`config.mk`:
```
export PLATFORM = sky130hd
export DESIGN_NAME = frame_sched
export DESIGN_NICKNAME = d
export VERILOG_FILES = /design/src/rtl/frame_sched.sv
export SDC_FILE = /design/constraint.sdc
export NUM_CORES = 1
export LEC_CHECK = 0
export CAP_MARGIN = 15
export CORE_ASPECT_RATIO = 0.9
export CORE_MARGIN = 5
export CORE_UTILIZATION = 59
export DETAILED_ROUTE_END_ITERATION = 12
export GPL_ROUTABILITY_DRIVEN = 0
export PLACE_DENSITY = 0.75
export SLEW_MARGIN = 20
export SYNTH_ARGS = -nofsm -noshare
export SYNTH_HDL_FRONTEND = slang
export SYNTH_SLANG_ARGS = --single-unit
```
`constraint.sdc`:
```
create_clock -name c4 -period 4 [get_ports c4]
set_input_delay 1.2 -clock c4 [delete_from_list [all_inputs] [get_ports c4]]
set_output_delay 1.2 -clock c4 [all_outputs]
set_load 0.05 [all_outputs]
```
`src/rtl/frame_sched.sv`:
```
// Frame aligner with flywheel and per-timeslot converter enables.
// All outputs are registered and clk_en_* line up with ts. Free-running on c4, with no backpressure.
module frame_sched (
  input  logic       c4,
  input  logic       rst,
  input  logic       f0,
  input  logic       cfg_we,
  input  logic [1:0] cfg_sel,
  input  logic [4:0] cfg_start,
  input  logic [4:0] cfg_end,
  input  logic       cfg_en,
  output logic       clk_en_tx_t,
  output logic       clk_en_rx_t,
  output logic       clk_en_tx_n,
  output logic       clk_en_rx_n,
  output logic [4:0] ts,
  output logic [2:0] bitn,
  output logic       phase,
  output logic       locked,
  output logic       frame_start,
  output logic       frame_err
);

  typedef enum logic [1:0] {
    SEARCH = 2'd0,
    VERIFY = 2'd1,
    LOCKED = 2'd2
  } state_t;

  typedef struct packed {
    logic       en;
    logic [4:0] start;
    logic [4:0] stop;
  } win_t;

  state_t     state_q, state_d;
  logic [8:0] cnt_q, cnt_d;
  logic       miss_q, miss_d;
  logic       frame_err_q, frame_err_d;
  win_t [3:0] shadow_q, shadow_d;
  win_t [3:0] active_q, active_d;
  logic [3:0] clk_en_q, clk_en_d;
  logic       at_end;

  assign at_end = (cnt_q == 9'd511);

  function automatic logic in_window(input logic [4:0] slot, input win_t w);
    logic hit;
    if (w.start <= w.stop) hit = (slot >= w.start) && (slot <= w.stop);
    else                   hit = (slot >= w.start) || (slot <= w.stop);
    return hit;
  endfunction

  always_comb begin
    state_d     = state_q;
    cnt_d       = cnt_q + 9'd1;
    miss_d      = miss_q;
    frame_err_d = 1'b0;
    case (state_q)
      SEARCH: begin
        cnt_d = '0;
        if (!f0) state_d = VERIFY;
      end
      VERIFY: begin
        if (!f0) begin
          cnt_d = '0;
          if (at_end) state_d = LOCKED;
        end else if (at_end) begin
          state_d = SEARCH;
        end
      end
      LOCKED: begin
        if (!f0 && !at_end) begin
          frame_err_d = 1'b1;
          cnt_d       = '0;
          miss_d      = 1'b0;
          state_d     = VERIFY;
        end else if (at_end) begin
          // Missing pulse: flywheel through one frame, give up on the second.
          if (!f0) begin
            miss_d = 1'b0;
          end else if (miss_q) begin
            miss_d      = 1'b0;
            frame_err_d = 1'b1;
            state_d     = SEARCH;
          end else begin
            miss_d = 1'b1;
          end
        end
      end
      default: begin
        state_d = SEARCH;
        cnt_d   = '0;
        miss_d  = 1'b0;
      end
    endcase
  end

  always_comb begin
    shadow_d = shadow_q;
    if (cfg_we) begin
      shadow_d[cfg_sel].en    = cfg_en;
      shadow_d[cfg_sel].start = cfg_start;
      shadow_d[cfg_sel].stop  = cfg_end;
    end
    // Copy from shadow_d so that a write landing on the wrap cycle takes effect in the next frame.
    active_d = active_q;
    if ((state_q != LOCKED) || at_end) active_d = shadow_d;
    clk_en_d = '0;
    for (int i = 0; i < 4; i++) begin
      clk_en_d[i] = (state_d == LOCKED) && active_d[i].en && in_window(cnt_d[8:4], active_d[i]);
    end
  end

  always_ff @(posedge c4) begin
    if (rst) begin
      state_q     <= SEARCH;
      cnt_q       <= '0;
      miss_q      <= 1'b0;
      frame_err_q <= 1'b0;
      shadow_q    <= '0;
      active_q    <= '0;
      clk_en_q    <= '0;
    end else begin
      state_q     <= state_d;
      cnt_q       <= cnt_d;
      miss_q      <= miss_d;
      frame_err_q <= frame_err_d;
      shadow_q    <= shadow_d;
      active_q    <= active_d;
      clk_en_q    <= clk_en_d;
    end
  end

  assign ts          = cnt_q[8:4];
  assign bitn        = cnt_q[3:1];
  assign phase       = cnt_q[0];
  assign locked      = (state_q == LOCKED);
  assign frame_start = locked && (cnt_q == 9'd0);
  assign frame_err   = frame_err_q;
  assign clk_en_tx_t = clk_en_q[0];
  assign clk_en_rx_t = clk_en_q[1];
  assign clk_en_tx_n = clk_en_q[2];
  assign clk_en_rx_n = clk_en_q[3];

endmodule

```
==> reports/qor.txt <==
Syn Area/Cell -> 8.76 µm²
TNS Setup -> 0 ns
count of state elements after synthesis -> 105
endpoints failing setup -> 0
Die X -> 110 µm
Peak VDD IR -> 0.217 mV
sequential area share after synthesis -> 39.9%
post-CTS setup buffer count -> 0
Worst EP required -> 4.27 ns
r2r worst-path depth -> 15
Post-synth top cells -> nor2_1, dfxtp_1, ha_1, nand2_1, mux2i_1
Vias/cell -> 5.45
pre-CTS WS -> -0.132 ns
gr ovfl total -> 0
Fin Hold WS -> 0.496 ns
top-count cell post-synth -> nor2_1
Synth area leader -> dfxtp_1
DRT Pass-1 Iters -> 5
kind of critical path -> in2reg
fin crit period -> 3.70 ns
# Max-Cap Violations -> 0
Sinks on Clock Net -> 105
Setup crit start kind -> input pin
Root Buffer -> clkbuf_8
f_max -> 270 MHz
Initial Utilization -> 61.0%
Max FO, Critical Path -> 11
syn_nets -> 686
Design Area, Final -> 6250 µm²
Initial DRC Count -> 324
Antenna Nets Post-Route -> 0
number of synthesized flops with an enable pin -> 0
synthesized cell area -> 5270 µm²
Longest Clk Path Bufs -> 2
Area contributors post-synth -> dfxtp_1, ha_1, mux2i_1, nor2_1, o21ai_0
min setup slack post-route -> 0.302 ns
total core area -> 8650 µm²
RSZ-0062 raised after global routing -> no
worst hold endpoint -> shadow_q[33]
Fin Clk Skew -> 0.0143 ns
GRT Util Overall -> 24.1%
Critical Path AT -> 3.97 ns
Max-slew headroom -> 55.5%
Worst Tran Pin Value -> 0.667 ns
hold buffers post-CTS -> 0
DRC viols -> 0
PortBufs -> 32
share of layout cells above drive strength 1 -> 10.4%
reg2reg setup slack -> 0.37 ns
initial antenna violation count -> 0
H-Tree Depth -> 3
final hold viol count -> 0
Main synth FF type -> dfxtp_1
Routed WL per cell -> 15.5 µm
placed cell areas -> 5990 µm²
Chip Height -> 99.7 µm
CTS tree -> yes
hold depth -> 2
placement row count -> 32
# diodes -> 0
number of global-route vias before repair -> 4275
cells after synthesis -> 602
Final nets -> 750
Routed WL -> 12.3 mm
Post-Route Utilization -> 72.3%
die area -> 10900 µm²
run status -> finished clean
Reg clk slew, reported paths -> 0.10 ns
largest net degree at the start of global routing -> 34
Crit. End Element -> flop
CTS-repair resized insts -> 0
detailed placer's ending HPWL -> 8.93 mm
Yosys warning total -> 0
max-slew violation count -> 0
TritonCTS buffer count -> 9
PD cells -> 351 nW/µm²
post-synth top area share -> 39.9%
leakage -> 3.22 nW
I/O Pins -> 33
fin crit share -> 92.4%
clk_lat worst skew -> 0.37 ns
Area growth, synth to finish -> 18.5%
ys async rst share -> 0%
hold_sp -> shadow_q[33]
via count -> 4308
distinct cell type count after synthesis -> 50
Hold WC Path Type -> reg2reg
first-pass GRT wire length -> 20.6 mm
reg2reg start -> cnt_q[0]
r2r endpoint -> clk_en_q[2]
## worst max-delay path, cell delays in order
cell and delay, ns:
clkdlybuf4s50_1 0.52, nor3b_2 0.29, buf_12 0.19, mux2i_1 0.24
nand2_1 0.08, o21ai_1 0.18, ha_1 0.30, a21o_1 0.18
a31oi_1 0.12, o21ai_0 0.11, maj3_1 0.36, and3_1 0.20
## placed cells by master (no fill, tap or decap), types with 3 or more instances in the layout
cell / n
a31oi_1: 4
dfxtp_1: 105
and3_1: 7
clkbuf_8: 11
a21oi_1: 21
xor2_1: 4
ha_1: 67
o21ai_1: 6
inv_1: 33
nand4_1: 3
a211oi_2: 3
nor2b_1: 6
o21ai_0: 41
bufinv_16: 3
o22ai_1: 3
nor2_1: 114
nand3_1: 16
maj3_1: 3
nand2b_1: 6
buf_12: 3
nand2_1: 51
a21o_1: 4
clkdlybuf4s50_1: 31
a21boi_0: 3
buf_4: 43
nand3b_1: 3
mux2i_1: 44
## stage by stage
step / std cells / power, W
finish: 790 / 0.00219
global route: 790 / 0.00229
CTS: 790 / 0.00221
detailed placement: 774 / 0.00141
global placement: 774 / 0.00139
floorplan: 602 / 0.00130
## sequential cells by signal, indices dropped and copies added, names as in the netlist
register,count
shadow_q,44
state_q,2
miss_q,1
frame_err,1
active_q,44
cnt_q,9
clk_en_q,4
## worst max path at each step
stage,start,end,cells past startpoint
final,cfg_we,clk_en_q[0],12
after global routing,cnt_q[0],clk_en_q[0],16
after CTS,cfg_we,clk_en_q[0],12
after detailed placement,cfg_we,clk_en_q[0],12
after global placement,cfg_we,clk_en_q[0],12
after floorplan,cnt_q[0],clk_en_q[2],16
## layer usage
layer  wire (µm)  track usage (%)  part of all wire (%)
met1        5550             30.0                    45
met2        5940             41.7                    48
met4         168             6.23                   1.4
met3         611             5.39                   5.0
met5           0                0                     0
## layout make-up
type	instances	area (µm²)
clock buffer	12	155
clock inverter	4	98.8
fill	688	2400
inverter	34	128
multi-input combinational	438	2920
sequential	105	2100
tap	119	149
timing repair buffer	78	698
## cell families (layout without fill, tap and decap cells)
logic type / after synthesis / in the layout / synth area share, %
compound gates: 99 / 99 / 11.2
xor+xnor: 6 / 6 / 0.997
fa+ha+maj: 70 / 70 / 16.5
flops: 105 / 105 / 39.9
mux: 44 / 44 / 8.36
buf+inv: 59 / 128 / 4.89
simple gates: 219 / 219 / 18.2
## power by group
group          switching (W)  internal [W]
registers         0.00000894       0.00108
logic               0.000163      0.000138
clock network       0.000355      0.000452
No activity file was read; power rests on OpenSTA's default activity.
